`src/rtl/vec_seq_ctrl_pkg.sv`:
```
// Shared vector-processor definitions: sequencer state encoding and size limits.
package vec_seq_ctrl_pkg;

    localparam int unsigned VEC_MAX_CNT = 31;
    localparam int unsigned VEC_CNT_W   = 5;
    localparam int unsigned REG_ADDR_W  = 5;
    localparam int unsigned VLEN_W      = 32;

    typedef enum logic [1:0] {
        ST_IDLE = 2'd0,
        ST_RUN  = 2'd1,
        ST_DONE = 2'd2
    } vec_state_e;

endpackage

```
`src/rtl/vec_seq_ctrl.sv`:
```
// Vector sequence controller: turns one vector instruction into a series of
// element beats, stepping the element index and destination register while
// stalling upstream stages.
// Ports:
//   clk, rst            clock, asynchronous active-high reset
//   start, start_ready  sequence request / accept (ready only in IDLE)
//   vlen, rd_base       element count and base register, sampled on accept
//   beat_ready          downstream takes the current element this cycle
//   flush               abort, highest priority
//   cnt                 element index (1..N), 0 when no vector beat
//   write_addr          destination register of the current element
//   stall_pipe          freeze upstream while the sequence is active
//   done                one-cycle pulse after the last element
module vec_seq_ctrl
    import vec_seq_ctrl_pkg::*;
#(
    parameter int unsigned MAX_CNT = VEC_MAX_CNT,
    parameter int unsigned CNT_W   = VEC_CNT_W
) (
    input  logic                  clk,
    input  logic                  rst,
    input  logic                  start,
    output logic                  start_ready,
    input  logic [VLEN_W-1:0]     vlen,
    input  logic [REG_ADDR_W-1:0] rd_base,
    input  logic                  beat_ready,
    input  logic                  flush,
    output logic [CNT_W-1:0]      cnt,
    output logic [REG_ADDR_W-1:0] write_addr,
    output logic                  stall_pipe,
    output logic                  done
);

    vec_state_e            state;
    logic [REG_ADDR_W-1:0] rd_base_q;
    logic [CNT_W-1:0]      n_q;
    logic [CNT_W-1:0]      n_eff;
    logic                  accept;
    logic                  beat;
    logic                  last_beat;

    // Start qualification and beat decode shared by the FSM and counter
    always_comb begin
        n_eff     = (vlen > VLEN_W'(MAX_CNT)) ? CNT_W'(MAX_CNT) : CNT_W'(vlen);
        accept    = (state == ST_IDLE) && start && !flush;
        beat      = (state == ST_RUN) && beat_ready && !flush;
        last_beat = beat && (cnt == n_q);
    end

    assign start_ready = (state == ST_IDLE);
    // Stall covers the accept cycle itself, so it follows the live start input
    assign stall_pipe  = !rst && ((state == ST_RUN) || accept);

    // Sequencer state, instruction latches and done pulse
    always_ff @(posedge clk or posedge rst) begin
        if (rst) begin
            state     <= ST_IDLE;
            rd_base_q <= '0;
            n_q       <= '0;
            done      <= 1'b0;
        end else begin
            done <= 1'b0;
            if (flush) begin
                state <= ST_IDLE;
            end else begin
                case (state)
                    ST_IDLE: begin
                        if (accept) begin
                            rd_base_q <= rd_base;
                            n_q       <= n_eff;
                            if (n_eff == '0) begin
                                state <= ST_DONE;
                                done  <= 1'b1;
                            end else begin
                                state <= ST_RUN;
                            end
                        end
                    end
                    ST_RUN: begin
                        if (last_beat) begin
                            state <= ST_DONE;
                            done  <= 1'b1;
                        end
                    end
                    ST_DONE: state <= ST_IDLE;
                    default: state <= ST_IDLE;
                endcase
            end
        end
    end

    // Element index and destination register; address wraps naturally at 5 bits
    always_ff @(posedge clk or posedge rst) begin
        if (rst) begin
            cnt        <= '0;
            write_addr <= '0;
        end else if (flush) begin
            cnt        <= '0;
            write_addr <= rd_base_q;
        end else if (accept) begin
            cnt        <= (n_eff == '0) ? CNT_W'(0) : CNT_W'(1);
            write_addr <= rd_base;
        end else if (last_beat) begin
            cnt        <= '0;
            write_addr <= rd_base_q;
        end else if (beat) begin
            cnt        <= cnt + CNT_W'(1);
            write_addr <= write_addr + REG_ADDR_W'(1);
        end
    end

endmodule

```
`config.mk`:
```
export PLATFORM = sky130hd
export DESIGN_NAME = vec_seq_ctrl
export DESIGN_NICKNAME = d
export VERILOG_FILES = /design/src/rtl/vec_seq_ctrl_pkg.sv /design/src/rtl/vec_seq_ctrl.sv
export SDC_FILE = /design/constraint.sdc
export NUM_CORES = 1
export LEC_CHECK = 0
export ABC_AREA = 1
export CAP_MARGIN = 15
export CORE_AREA = 2 2 69 87
export CTS_BUF_LIST = sky130_fd_sc_hd__clkbuf_2 sky130_fd_sc_hd__clkbuf_4 sky130_fd_sc_hd__clkbuf_8
export CTS_CLUSTER_DIAMETER = 120
export DETAILED_ROUTE_END_ITERATION = 12
export DIE_AREA = 0 0 71 89
export PLACE_DENSITY = 0.68
export SLEW_MARGIN = 0
export SYNTH_ARGS = -nofsm -noshare
export SYNTH_HDL_FRONTEND = slang
export SYNTH_SLANG_ARGS = --single-unit
```
`constraint.sdc`:
```
create_clock -name clk -period 1.25 [get_ports clk]
set_input_delay 0.25 -clock clk [delete_from_list [all_inputs] [get_ports clk]]
set_output_delay 0.25 -clock clk [all_outputs]
set_load 0.02 [all_outputs]
```
Yosys cells after proc, flatten, opt, wreduce, memory -nomap -nowiden
Index checks and enable logic that the tools add are counted.
{ "totals": {"ff_bits": 23} }
{ "op_classes": {"add_sub_neg": 2, "magnitude_cmp": 1, "eq_ne": 4, "mux": 20, "n_bitwise": 1, "reduce_logical": 14} }
{ "ops": {"columns": ["operator", "n"], "rows": [
  ["$mux 5", 9],
  ["$gt 32x5->1 const B", 1],
  ["$add 5x1->5 const B", 2],
  ["$mux 2", 4],
  ["$logic_and 1x1->1", 6],
  ["$eq 5x5->1", 1],
  ["$logic_not 5->1", 1],
  ["$mux 1", 5],
  ["$pmux 2 s2", 1],
  ["$reduce_bool 4->1", 1],
  ["$ne 3x1->1 const B", 1],
  ["$ne 3x3->1 const B", 1],
  ["$reduce_and 3->1", 1],
  ["$eq 2x1->1 const B", 1],
  ["$logic_not 1->1", 2],
  ["$logic_not 2->1", 1],
  ["$pmux 1 s2", 1],
  ["$reduce_and 2->1", 1],
  ["$logic_or 1x1->1", 1],
  ["$not 1->1", 1]
]} }

Longest topological paths before layout
{ "logic_depth": {"ltp_word": 7, "depth_mapped": 11, "mapped_depth_nobuf": 10} }

Worst setup path after synthesis
Ideal clock, no wire load.
{ "synth_timing": {"kind": "reg2out", "start": "reg state[1]", "end": "out stall_pipe", "t_arrival_ns": 1.474, "required_time_ns": 1.000, "setup_slack_ns": -0.474, "stages_incl_launch_ff": 5, "path_buffers": 1, "path_cell_list": "dfrtp_1 nor2_2 nand3_4 buf_2 a21oi_1"} }
{ "synth_via": {"elab_chain_cells": 5, "word_cells_on_any_way": 6, "classes_between": "1 x eq/ne; 5 x reduce/logical"} }
{ "synth_lines": {"columns": ["item", "line", "text"], "rows": [
  ["from (decl)", "vec_seq_ctrl.sv:34", "vec_state_e state;"],
  ["from (signal assigned)", "vec_seq_ctrl.sv:57", "state <= ST_IDLE;"],
  ["from (signal assigned)", "vec_seq_ctrl.sv:64", "state <= ST_IDLE;"],
  ["from (signal assigned)", "vec_seq_ctrl.sv:72", "state <= ST_DONE;"],
  ["$logic_not 2->1", null, null],
  ["net start_ready", "vec_seq_ctrl.sv:23", "output logic start_ready,"],
  ["$logic_and 1x1->1 (2 in series)", "vec_seq_ctrl.sv:45", "accept = (state == ST_IDLE) && start && !flush;"],
  ["$logic_or 1x1->1", "vec_seq_ctrl.sv:52", "assign stall_pipe = !rst && ((state == ST_RUN) || accept);"],
  ["$logic_and 1x1->1", "vec_seq_ctrl.sv:52", null],
  ["to (decl)", "vec_seq_ctrl.sv:30", "output logic stall_pipe,"]
]} }
The timed path passes the listed nets, and every way through them passes these cells.

Worst setup path in the final report
{ "layout_timing": {"start": "reg state[1]", "end": "reg write_addr[2]"} }
{ "layout_via": {"elab_chain_cells": 7, "word_cells_on_any_way": 11, "classes_between": "1 x eq/ne; 3 x mux; 7 x reduce/logical"} }
{ "layout_lines": {"columns": ["item", "line", "text"], "rows": [
  ["$eq 2x1->1", "vec_seq_ctrl.sv:46", "beat = (state == ST_RUN) && beat_ready && !flush;"],
  ["$logic_and 1x1->1 (2 in series)", "vec_seq_ctrl.sv:46", null],
  ["$logic_and 1x1->1", "vec_seq_ctrl.sv:47", "last_beat = beat && (cnt == n_q);"],
  ["$mux 5", "vec_seq_ctrl.sv:103", "end else if (last_beat) begin"],
  ["$mux 5", "vec_seq_ctrl.sv:100", "end else if (accept) begin"],
  ["$mux 5", "vec_seq_ctrl.sv:97", "end else if (flush) begin"],
  ["to (signal assigned)", "vec_seq_ctrl.sv:99", "write_addr <= rd_base_q;"],
  ["to (signal assigned)", "vec_seq_ctrl.sv:102", "write_addr <= rd_base;"],
  ["to (signal assigned)", "vec_seq_ctrl.sv:105", "write_addr <= rd_base_q;"],
  ["to (decl)", "vec_seq_ctrl.sv:29", "output logic [REG_ADDR_W-1:0] write_addr,"]
]} }
Several ways; a longest one is shown, not always the timed one.
A chain may end at the register's enable or synchronous reset.

==> qor.yml <==
place:
  placement.setup.worst_slack_ns: -0.708
  buffer_ports.inserted: 54
  place.detailed.hpwl_um: 3320
  gp_routability_congestion: 0.857
sta:
  setup_repair_after_global_routing_missed_its_margin: "yes"
  slew_headroom: 0.808
  slew_violations: 0
  layout_worst_path_cycle_share: 1.22
  report.final.hold_viol_count: 0
  post-route-worst-setup-slack_ns: -0.275
  fin_tns_setup_ns: -3.79
  max_clock_freq_mhz: 656
  clock_skew_ns: 0.00213
  worst-slew-pin-transition_ns: 0.286
  setup_viol: 22
  timing.final.crit_period_ns: 1.52
setup_path:
  cp_max_fo: 5
  reg2reg_slack_ns: -0.27
  worstReg2RegStart: "state[1]"
  setup.worst_path.end_class: "register"
  timing.critical_path.cells: "buf_6, nor2_4, nand2_4, nor2_4, nand3_4, nand3_1, nand3_1, nand2_1, nand2_1"
  worstPathBufferInverterCount: 1
  worst_path_largest_cell_delay_ns: 0.45
  launching_instance_or_port_of_the_critical_path: "state[1]"
  reg2reg_depth: 9
  worstPathRequired_ns: 1.42
  timing.critical_path.depth: 9
  critical-path-slowest-cell: "dfrtp_2"
  reg2reg_to: "write_addr[2]"
  crit_type: "reg2reg"
  crit_family: "simple AND/OR/NAND/NOR gates"
  critPathArrivalTime_ns: 1.69
  launching_element_type_of_the_critical_path: "register"
clocking:
  clk_root_buffer_cell: "clkbuf_8"
  tritoncts.num_buffers: 3
  cts.sink_count: 23
  cts_tree: "built"
  insertion_delay_ns: 0.27
  cts-hold-fix-buffers: 0
  clk_pin_slew_ns: 0.08
  cts.htree.levels: 1
  cts_buffer_depth: 2
global_routing:
  grt_start_max_net_pins: 24
  first_global_vias: 1831
  gr-total-overflow: 0
  grt_pass1_wl_um: 8120
  antenna_found_initial: 0
  track_usage: 0.162
flow_run:
  timing.max_cap.violations: 0
drt:
  route.antenna.remaining_nets: 0
  via_count: 1863
  drc: 0
  drt_pass1_iterations: 4
  wire_per_inst_um: 14.0
  postRouteWirelength_um: 5390
  drt_iter0_drc: 84
  route.detailed.vias_per_inst: 4.83
pwr:
  share_seq_of_total_power: 0.326
  switching_share_of_power: 0.379
  power.ir.vdd_worst_v: 0.000671
  part_of_the_total_power_dissipated_in_combinational_logic: 0.509
  power_per_cell_area_nw_per_um2: 1040
  power.clock.fraction: 0.164
  power.internal_mw: 1.90
  p_leak_nw: 1.45
  net-switching-power_mw: 1.16
cells_and_area:
  areaGrowthSynthToFinish_pct: 85.4
  number_of_diodes_added_for_antenna_fixing: 0
  layout.cells.most_common_list: "nand2_1, buf_4, clkdlybuf4s50_1, nor2_1, dfrtp_1"
  final_layout_size_suffix_gt1_frac: 0.438
  layout.cells.most_common: "nand2_1"
  fillerInstances: 493
  finish.net_count: 367
floorplanning:
  die_height_um: 89
  coreArea_um2: 5440
  die_area_um2: 6320
  die_width_um: 71
  number_of_top_level_pins: 55
  start_util: 0.291
  num_rows: 30
synthesis:
  yosys_register_bits: 23
  netlist_area_um2: 1590
  synth.yosys.seq_area_share: 0.363
  synth_cells: 216
  syn_area_per_cell_um2: 7.35
  yosysWarningCount: 0
  synth.lib_cells_used.distinct: 34
  syn_nets: 260
outcome:
  status: "finished with violations"
  failed_checks: "negative setup slack"
hold_path:
  min-delay-path-class: "in2async"
-- logic make-up after synthesis --
| kind of cell | after synthesis | share of synthesized area |
|---|---|---|
| AO/OA/AOI/OAI | 29 | 0.104 |
| XOR/XNOR | 5 | 0.0276 |
| adder cells (fa/ha/maj) | 2 | 0.0158 |
| buffers and inverters | 32 | 0.0978 |
| flip-flops | 23 | 0.363 |
| multiplexers | 2 | 0.0142 |
| AND/OR/NAND/NOR | 123 | 0.378 |
-- worst min-delay path: stages --
cell and delay [ns]:
clkdlybuf4s50_1 0.46, inv_1 0.12, buf_12 0.18
-- final cells by class --
cell class	count	area (um^2)	area share
multi-input combinational	162	1080	0.367
clock buffer	4	48.8	0.0166
tap	64	80.1	0.0272
timing repair buffer	106	1030	0.351
inverter	27	119	0.0404
sequential	23	582	0.198
-- state kept, by name, indices dropped and copies added (netlist names) --
name	cells
n_q	5
state	2
rd_base_q	5
cnt	5
write_addr	5
done	1
-- worst max path at each step --
stage	end	slack, ns
after detailed placement	stall_pipe	-0.71
after global placement	stall_pipe	-0.70
after global routing	write_addr[2]	-0.35
final	write_addr[2]	-0.27
after floorplan	stall_pipe	-0.18
after CTS	stall_pipe	-0.23
-- Yosys cell counts, drive strengths merged --
cell type   n  area (um^2)
nor3        1         5.00
mux2        2         22.5
inv        25         96.3
nand3b      1         7.51
buf         5         50.0
nand4       3         33.8
and2        1         6.26
a22oi       4         30.0
ha          2         25.0
clkinv      2         8.75
o21ai      12         60.1
nand2      67          274
nand3      19          113
xor2        4         35.0
xnor2       1         8.76
nor2       30          154
nor4        1         6.26
o22ai       2         12.5
a21oi      11         62.6
dfrtp      23          576
-- metal layers --
layer / vias to the layer above / share of wire / track usage / wire (um)
met4: 0 / 0.029 / 0.0720 / 156
li1: 903 / - / - / -
met2: 59 / 0.55 / 0.307 / 2970
met1: 884 / 0.38 / 0.182 / 2050
met3: 17 / 0.038 / 0.0214 / 206
met5: - / 0 / 0 / 0
-- through the flow --
| step | total power [mW] | hold WS, ns | cells | area [um^2] | utilization |
|---|---|---|---|---|---|
| floorplan | 1.65 | 0.252 | 216 | 1620 | - |
| global placement | 2.26 | 0.510 | 370 | 2500 | 0.460 |
| detailed placement | 2.28 | 0.524 | 370 | 2500 | 0.460 |
| CTS | 2.88 | 0.409 | 381 | 2770 | 0.509 |
| global route | 3.24 | 0.415 | 386 | 2940 | 0.540 |
| finish | 3.06 | 0.392 | 386 | 2940 | 0.540 |
-- power groups by stage --
stage / sequential (mW) / combinational [mW] / clock, mW
after global routing: 1.01 / 1.69 / 0.539
after detailed placement: 1.00 / 1.27 / 0
final: 0.997 / 1.56 / 0.502
after floorplan: 1.09 / 0.553 / 0
after CTS: 0.986 / 1.38 / 0.512
after global placement: 0.995 / 1.26 / 0
-- repair_timing --
action,CTS,global route
gates cloned,2,0
setup endpoints to repair,36,27
pin swaps,28,29
gates resized for setup,89,51
buffers inserted,5,7
endpoints found under the hold margin,0,0
No activity file was read; power rests on OpenSTA's default activity.
